`config.mk`:
```
export PLATFORM = sky130hd
export DESIGN_NAME = strtstop_debounce
export DESIGN_NICKNAME = d
export VERILOG_FILES = /design/src/rtl/stopwatch_pkg.sv /design/src/rtl/sync2.sv /design/src/rtl/strtstop_debounce.sv
export SDC_FILE = /design/constraint.sdc
export NUM_CORES = 1
export LEC_CHECK = 0
export BUFFER_PORTS_ARGS = -buffer_cell sky130_fd_sc_hd__buf_2
export CORE_UTILIZATION = 40
export CTS_CLUSTER_SIZE = 28
export DETAILED_ROUTE_END_ITERATION = 7
export PLACE_DENSITY = 0.66
export SYNTH_ARGS = -nofsm -noshare
export SYNTH_HDL_FRONTEND = slang
export SYNTH_SLANG_ARGS = --single-unit
```
`constraint.sdc`:
```
create_clock -name CLK -period 5.8 [get_ports CLK]
set_input_delay 0.29 -clock CLK [delete_from_list [all_inputs] [get_ports CLK]]
set_output_delay 0.29 -clock CLK [all_outputs]
set_load 0.01 [all_outputs]
```
`src/rtl/stopwatch_pkg.sv`:
```
`default_nettype none
// ============================================================================
// Module   : stopwatch_pkg
// Brief    : Clock rate and derived timing constants shared by the stopwatch.
// Revision : 1.0 - initial release
// ============================================================================
package stopwatch_pkg;

    localparam int CLK_HZ       = 100_000_000;
    localparam int DEBOUNCE_2MS = CLK_HZ / 500;
    localparam int HOLD_1S      = CLK_HZ;

endpackage : stopwatch_pkg
`default_nettype wire

```
`src/rtl/sync2.sv`:
```
`default_nettype none
// ============================================================================
// Module   : sync2
// Brief    : Two-flop synchroniser for an asynchronous pin, configurable reset value.
// Revision : 1.0 - initial release
// ============================================================================
module sync2 #(
    parameter logic RESET_VAL = 1'b0
) (
    input  logic clk,
    input  logic rst,
    input  logic i_d,
    output logic o_q
);

    logic r_meta;
    logic r_sync;

    always_ff @(posedge clk) begin
        if (rst) begin
            r_meta <= RESET_VAL;
            r_sync <= RESET_VAL;
        end else begin
            r_meta <= i_d;
            r_sync <= r_meta;
        end
    end

    assign o_q = r_sync;

endmodule : sync2
`default_nettype wire

```
`src/rtl/strtstop_debounce.sv`:
```
`default_nettype none
// ============================================================================
// Module   : strtstop_debounce
// Brief    : Start/stop button conditioner: synchronise, debounce, press/release/long pulses.
// Revision : 1.0 - initial release
// ============================================================================
module strtstop_debounce
    import stopwatch_pkg::*;
#(
    parameter int DEBOUNCE_CYCLES = DEBOUNCE_2MS,
    parameter int LONG_CYCLES     = HOLD_1S / 2,
    parameter bit ACTIVE_LOW      = 1'b1
) (
    input  logic CLK,
    input  logic RESET,
    input  logic BTN_RAW,
    output logic PRESS,
    output logic RELEASE,
    output logic LONG,
    output logic LEVEL
);

    localparam int c_DW = $clog2(DEBOUNCE_CYCLES);
    localparam int c_HW = $clog2(LONG_CYCLES + 1);

    localparam logic [c_DW-1:0] c_DB_LAST   = c_DW'(DEBOUNCE_CYCLES - 1);
    localparam logic [c_HW-1:0] c_HOLD_LAST = c_HW'(LONG_CYCLES - 1);

    localparam logic [1:0] c_IDLE     = 2'd0;
    localparam logic [1:0] c_DB_PRESS = 2'd1;
    localparam logic [1:0] c_HELD     = 2'd2;
    localparam logic [1:0] c_DB_REL   = 2'd3;

    logic            w_sync;
    logic            w_pressed;
    logic [1:0]      r_state;
    logic [c_DW-1:0] r_dcnt;
    logic [c_HW-1:0] r_hcnt;
    logic            r_long_done;
    logic            r_press;
    logic            r_release;
    logic            r_long;
    logic            r_level;

    sync2 #(
        .RESET_VAL (ACTIVE_LOW ? 1'b1 : 1'b0)
    ) u_sync2 (
        .clk (CLK),
        .rst (RESET),
        .i_d (BTN_RAW),
        .o_q (w_sync)
    );

    assign w_pressed = w_sync ^ ACTIVE_LOW;

    always_ff @(posedge CLK) begin
        if (RESET) begin
            r_state     <= c_IDLE;
            r_dcnt      <= '0;
            r_hcnt      <= '0;
            r_long_done <= 1'b0;
            r_press     <= 1'b0;
            r_release   <= 1'b0;
            r_long      <= 1'b0;
            r_level     <= 1'b0;
        end else begin
            r_press   <= 1'b0;
            r_release <= 1'b0;
            r_long    <= 1'b0;
            case (r_state)
                c_IDLE: begin
                    if (w_pressed) begin
                        r_state <= c_DB_PRESS;
                        r_dcnt  <= '0;
                    end
                end
                c_DB_PRESS: begin
                    if (!w_pressed) begin
                        r_state <= c_IDLE;
                    end else if (r_dcnt == c_DB_LAST) begin
                        r_state     <= c_HELD;
                        r_press     <= 1'b1;
                        r_level     <= 1'b1;
                        r_hcnt      <= '0;
                        r_long_done <= 1'b0;
                    end else begin
                        r_dcnt <= r_dcnt + c_DW'(1);
                    end
                end
                c_HELD: begin
                    if (!w_pressed) begin
                        r_state <= c_DB_REL;
                        r_dcnt  <= '0;
                    end else if (!r_long_done) begin
                        // hcnt freezes at the terminal value once LONG has fired
                        if (r_hcnt == c_HOLD_LAST) begin
                            r_long      <= 1'b1;
                            r_long_done <= 1'b1;
                        end else begin
                            r_hcnt <= r_hcnt + c_HW'(1);
                        end
                    end
                end
                default: begin
                    if (w_pressed) begin
                        r_state <= c_HELD;
                    end else if (r_dcnt == c_DB_LAST) begin
                        r_state   <= c_IDLE;
                        r_release <= 1'b1;
                        r_level   <= 1'b0;
                    end else begin
                        r_dcnt <= r_dcnt + c_DW'(1);
                    end
                end
            endcase
        end
    end

    assign PRESS   = r_press;
    assign RELEASE = r_release;
    assign LONG    = r_long;
    assign LEVEL   = r_level;

endmodule : strtstop_debounce
`default_nettype wire
```
==> impl_metrics.csv, run 1 <==
group,metric,value,unit
synth,post_syn_area_per_cell,7.919,sq um
setup_path,critical_path.n_buffers_inverters,0,
setup_path,reg2reg_setup_slack,2790,ps
finish,fin_nets,381,
synth,synthesized_netlist_net_count,391,
setup_path,crit_slowest_cell,"nor3_2",
finish,areaGrowthSynthToFinish,5.280,%
floorplanning,die-area,7934,sq um
synth,ys_async_sr_fraction,0,
synth,cell_count_after_synthesis,383,
run,max_cap_viol_count,0,
power_and_ir_drop,powerDensity,190.4,nW/um^2
synth,ys_types,53,
setup_path,crit_path_cell_trace,"ha_1 -> nand2_1 -> or4b_4 -> o21a_1 -> nor3_2 -> a311oi_1",
sta,final_max_slew_viol_count,0,
synth,post-synth-top-area-cell,"dfxtp_1",
cts,ctsRootBufferMaster,"clkbuf_8",
synth,ys_seq_elements,53,
synth,synth.top_cells.by_area,"dfxtp_1 35%, nand4_1 4.3%, nand2_1 4.0%, a31oi_1 3.9%, a311oi_1 3.8%",
global_route,grt_remaining_overflow,0,
sta,rsz0062_at_grt,"no",
sta,fmax,332.0,MHz
cts,clock_latency_on_the_worst_skew_pair,320,ps
drt,routed-via-count,2969,
synth,yosysSeqAreaShare,0.3498,
floorplanning,floorplan.initialDensity,0.4159,
setup_path,r2r_cells,6,
synth,most_frequently_used_flop_master_after_synthesis,"dfxtp_1",
synth,yosysMostFrequentCell,"dfxtp_1",
placement,place_congestion,0.8670,
floorplanning,die_x,89.08,microns
cts,cts_sinks,53,
setup_path,critical_path_required,5960,ps
sta,slew_headroom,0.2647,
drt,wl_per_cell,16.11,microns
setup_path,critical_path_class,"reg2reg",
power_and_ir_drop,design_power_total,0.0006079,W
synth,ys.warnings.count,0,
global_route,grt_pass1_vias,2570,
setup_path,slowest_delay,940,ps
floorplanning,fp.coreArea,7292,sq um
finish,final_util,0.4379,
synth,synthDominantCellAreaShare,0.3498,
global_route,grt_antenna_before_repair,0,
cts,max-clock-path-buffers,2,
sta,tightest_slew,1097,ps
setup_path,category_of_cells_accounting_for_the_largest_share_of_critical_path_delay,"simple AND/OR/NAND/NOR gates",
sta,setup_tns_final,0,ps
sta,period_minus_slack,3012,ps
finish,drive_above_1_share,0.08021,
sta,clock-skew-final,12.66,ps
power_and_ir_drop,ir_worst_vdd,0.1656,mV
finish,antenna_cells,0,
global_route,grt_util_all_layers,0.1995,
cts,cts_repair_resize_count,0,
setup_path,worst_setup_path_start_kind,"flop",
cts,h-tree-depth,2,
setup_path,critPathCaptureType,"flop",
cts,postCtsSetupBuffers,0,
cts,clkSlewWorstSetupHoldPaths,110,ps
global_route,global_route_wire_length_before_repair,12450,microns
power_and_ir_drop,total_leakage_power,0.9389,nW
drt,antenna_violating_nets_post_route,0,
drt,detail_route.wirelength,7621,microns
placement,numPortBuffers,6,
run_status,run_status,"finished, final reports clean",
floorplanning,dieHeight,89.08,microns
cts,ctsHoldBuffers,0,
synth,yosys-top-cells-count,"53 x dfxtp_1, 32 x nand2_1, 26 x nor2_1",
sta,final-setup-viol-count,0,
global_route,grt_start_max_net_pins,47,
sta,final.period_utilization,0.5194,
synth,synth-edff-count,0,
floorplanning,num_io_pins,7,
hold_path,hold_class,"in2reg",
cts,clock_tree_from_tritoncts,"done",
drt,firstDrtPassIters,5,
hold_path,hold-path-cell-count,2,
synth,synth_area,3033,sq um
drt,post-route-drc-count,0,
floorplanning,placement_rows,31,
setup_path,crit_arrival,3170,ps
drt,detail_route.vias_per_cell,6.277,
setup_path,crit_path_max_fanout,16,
sta,final-hold-violation-count,0,
setup_path,critical_path_depth,6,
drt,first_iteration_detailed_routing_drc_count,222,
placement,dp.final_hpwl,5000,microns
cts,cts-buffers-inserted,5,
==> routing by layer <==
layer	vias up	track usage	routed length [microns]
met5	-	0	0
met4	0	0.06205	74
met1	1440	0.2992	3860
met2	75	0.2930	3354
met3	6	0.02955	332
li1	1448	-	-
==> metrics by stage <==
stage	instances	instance area, sq um	setup WS (ps)	hold slack, ps
6_report	473	3193	2788	154.4
5_1_grt	473	3193	2618	148.7
4_1_cts	473	3193	2820	147.8
3_5_place_dp	465	3103	2824	407.2
3_3_place_gp	465	3103	2953	396.8
2_1_floorplan	383	3033	3568	389.5
==> cells in the final DEF, fill, tap and decap left out, types with 3 or more instances in the layout <==
cell type  instances
clkbuf_8           5
buf_4              4
a311oi_1          13
nor4b_1            3
o21a_1             3
and2_1             3
dfxtp_1           53
or2_2              6
and3_1            11
or3_1              7
o21ai_0           15
buf_2              6
nor3_1            11
o31ai_1            8
xor2_1             6
nand2b_1           6
inv_1             13
a41oi_1            3
ha_1               5
o41ai_1            4
nor4_1            12
a21oi_1           19
nand2_1           32
a31oi_1           19
nand3_1           15
a32o_1             3
nor2b_1            3
or4_1              4
nand4_1           21
nor2_1            26
==> cells by family (layout without fill, tap and decap cells) <==
family / after synthesis / after routing / synth area share
AO/OA/AOI/OAI: 107 / 107 / 0.2446
XOR/XNOR: 6 / 6 / 0.01733
adder cells (fa/ha/maj): 5 / 5 / 0.02063
buffers and inverters: 40 / 31 / 0.05363
flip-flops: 53 / 53 / 0.3498
multiplexers: 4 / 4 / 0.01403
AND/OR/NAND/NOR: 168 / 168 / 0.2999
==> where the power goes <==
group / internal, W / switching [W]
logic: 0.00000581 / 0.0000175
registers: 0.000365 / 0.00000165
clock network: 0.0000861 / 0.000132
==> state kept, by name (all words and copies together), names as in the netlist, named ones only <==
signal,cells
r_hcnt,26
r_state,1
LEVEL,1
PRESS,1
u_sync2.r_meta,1
LONG,1
r_dcnt,18
RELEASE,1
r_long_done,1
u_sync2.o_q,1
==> area by class of cell <==
| class | instances | area [sq um] |
|---|---|---|
| Clock buffer | 5 | 68.82 |
| Clock inverter | 3 | 21.27 |
| Fill cell | 785 | 4099 |
| Inverter | 13 | 48.80 |
| Multi-Input combinational cell | 290 | 1809 |
| Sequential cell | 53 | 1061 |
| Tap cell | 99 | 123.9 |
| Timing Repair Buffer | 10 | 60.06 |
==> worst reg2reg max path: stages, from the launching register on <==
cell and delay (ps):
dfxtp_1 410, ha_1 190, nand2_1 110, or4b_4 620, o21a_1 370, nor3_2 940
a311oi_1 220
==> worst paths after layout <==
check / startpoint / end
min reg2reg: u_sync2.r_meta$_SDFF_PP1_ / u_sync2.o_q$_SDFF_PP1_
max reg2reg: r_dcnt[0]$_SDFFE_PP0P_ / r_hcnt[3]$_SDFFE_PP0P_
min: BTN_RAW / u_sync2.r_meta$_SDFF_PP1_
max: r_dcnt[0]$_SDFFE_PP0P_ / r_hcnt[3]$_SDFFE_PP0P_
No activity file was read; power rests on OpenSTA's default activity.
==> inputs of run 2 (changes only) <==
- PLACE_DENSITY: 0.66 -> 0.68
- clock period: 5.8 -> 2.6 ns (I/O delays scaled with it)
==> run 2 against run 1 <==
First-iteration DRC count is 14% higher. Sequential power is 120% higher. Power is 120% higher. Fmax is 28% higher. Critical path depth stayed put. Combinational power is 140% higher. Design area is 2.5% higher. Clock power is 120% higher. Sequential share of layout area is 0.80 points lower. Critical endpoint is now r_hcnt[1]$_SDFFE_PP0P_. Largest power group unchanged.
==> impl_metrics.csv, run 2 (same netlist as run 1, synthesis figures left out) <==
group,metric,value,unit
sta,fmax,423.2,MHz
finish,largest_register_ffs,26,
setup_path,r2r_cells,6,
cts,max-clock-path-buffers,2,
hold_path,hold-path-cell-count,2,
setup_path,critical_path_class,"reg2reg",
floorplanning,placement_rows,31,
sta,rsz0062_at_grt,"no",
drt,detail_route.wirelength,7702,microns
sta,final.period_utilization,0.9087,
power_and_ir_drop,switching_share,0.2461,
setup_path,worst_setup_path_start_kind,"flop",
drt,antenna_violating_nets_post_route,0,
cts,ctsHoldBuffers,0,
global_route,globalRoute.busiestLayer,"met2",
placement,place_congestion,0.8584,
hold_path,worstHoldStart,"BTN_RAW",
global_route,grt_start_max_net_pins,34,
finish,fillerInstances,769,
drt,wl_per_cell,15.91,microns
setup_path,reg2reg_setup_slack,240,ps
cts,clock_latency_on_the_worst_skew_pair,310,ps
global_route,met3_track_utilization_from_global_routing,0.03047,
drt,detail_route.vias_per_cell,6.138,
drt,firstDrtPassIters,4,
cts,clock_tree_from_tritoncts,"done",
finish,fin_nets,392,
setup_path,worst_r2r_endpoint,"r_hcnt[1]$_SDFFE_PP0P_",
global_route,grt_use_met1,0.2836,
sta,tightest_slew,654.3,ps
cts,h-tree-depth,2,
cts,cts-buffers-inserted,5,
finish,layout_top_registers,"r_hcnt x26, r_dcnt x18",
placement,numPortBuffers,6,
finish,multi_input_comb_area,1809,sq um
hold_path,hold_class,"in2reg",
setup_path,crit_arrival,2610,ps
cts,cts_sinks,53,
setup_path,start_of_the_worst_register_to_register_path,"r_dcnt[0]$_SDFFE_PP0P_",
sta,setup_tns_final,0,ps
finish,layout_commonest_cell,"dfxtp_1",
sta,period_minus_slack,2363,ps
power_and_ir_drop,clock_power_share,0.356,
sta,final-setup-viol-count,0,
setup_path,crit_path_max_fanout,11,
floorplanning,floorplan.initialDensity,0.4159,
global_route,grt_remaining_overflow,0,
global_route,global_route.usage.met2,0.3455,
placement,dp.final_hpwl,5355,microns
run,max_cap_viol_count,0,
global_route,grt_antenna_before_repair,0,
setup_path,critical_path_required,2840,ps
drt,routed-via-count,2971,
power_and_ir_drop,power_frac_comb,0.041,
cts,clkSlewWorstSetupHoldPaths,100,ps
finish,final_cell_mix,"53 x dfxtp_1, 32 x nand2_1, 26 x nor2_1, 21 x nand4_1",
finish,antenna_cells,0,
floorplanning,fp.coreArea,7292,sq um
floorplanning,num_io_pins,7,
sta,slew_headroom,0.5609,
floorplanning,die_x,89.08,microns
global_route,grt_util_all_layers,0.2077,
sta,final_max_slew_viol_count,0,
power_and_ir_drop,internal_power,0.001021,W
sta,clock-skew-final,10.95,ps
power_and_ir_drop,powerDensity,414.0,nW/um^2
drt,post-route-drc-count,0,
global_route,global_route_wire_length_before_repair,12880,microns
finish,final_util,0.4487,
cts,postCtsSetupBuffers,0,
setup_path,critPathCaptureType,"flop",
drt,first_iteration_detailed_routing_drc_count,254,
power_and_ir_drop,seq_power_share,0.603,
run_status,run_status,"finished, final reports clean",
floorplanning,dieHeight,89.08,microns
power_and_ir_drop,total_leakage_power,0.9929,nW
finish,drive_above_1_share,0.1039,
global_route,grt_pass1_vias,2622,
cts,ctsRootBufferMaster,"clkbuf_8",
cts,cts_repair_resize_count,0,
sta,final-hold-violation-count,0,
finish,largest_register,"r_hcnt",
finish,area.sequential,1061,sq um
power_and_ir_drop,netSwitchingPower,0.0003333,W
floorplanning,die-area,7934,sq um
power_and_ir_drop,ir_worst_vdd,0.2355,mV
finish,areaGrowthSynthToFinish,7.880,%
hold_path,min_delay_worst_endpoint,"u_sync2.r_meta$_SDFF_PP1_",
## run 2: per-stage QoR
stage               power (W)  hold slack (ps)  setup WS (ps)  instance area, sq um  cells
detailed placement  0.0008899            335.8          278.8                  3186    476
floorplan           0.0008734            233.8          368.5                  3033    383
CTS                  0.001365            10.47          226.8                  3272    484
finish               0.001354            7.923          237.3                  3272    484
global placement    0.0008899            321.5          307.8                  3186    476
global route         0.001409            1.075          9.963                  3272    484
## run 2: area by class of cell
cell class                      count  share of cell area
Clock inverter                      2            0.004206
Timing Repair Buffer               21             0.04359
Clock buffer                        6             0.02218
Multi-Input combinational cell    290              0.5530
Tap cell                           99             0.03786
Sequential cell                    53              0.3243
Inverter                           13             0.01491
## run 2: worst max-delay path by stage
stage / from / endpoint / cells past startpoint
finish: r_dcnt[0]$_SDFFE_PP0P_ / r_hcnt[1]$_SDFFE_PP0P_ / 6
global route: r_dcnt[0]$_SDFFE_PP0P_ / r_hcnt[22]$_SDFFE_PP0P_ / 8
CTS: r_dcnt[0]$_SDFFE_PP0P_ / r_hcnt[22]$_SDFFE_PP0P_ / 8
detailed placement: r_dcnt[0]$_SDFFE_PP0P_ / r_hcnt[1]$_SDFFE_PP0P_ / 6
global placement: r_dcnt[0]$_SDFFE_PP0P_ / r_hcnt[1]$_SDFFE_PP0P_ / 6
floorplan: r_state[0]$_SDFFE_PP0P_ / r_hcnt[7]$_SDFFE_PP0P_ / 8
## run 2: per-layer routing
metal,wire (microns),part of all wire
met1,3711,0.48
met2,3589,0.47
met3,306,0.040
met4,95,0.012
met5,0,0
## run 2: critical path, cell delays in order, from the launching register on
cell	delay, ps
dfxtp_1	400
ha_1	190
nand2_1	110
or4b_4	540
o21a_1	350
or4_1	560
a21oi_1	150
## run 2: power groups by stage
stage	clock network, W	logic (W)	registers [W]
floorplan	0	0.0000401	0.000833
global placement	0	0.0000543	0.000836
detailed placement	0	0.0000544	0.000835
CTS	0.000493	0.0000549	0.000817
global route	0.000531	0.0000606	0.000818
finish	0.000482	0.0000552	0.000817
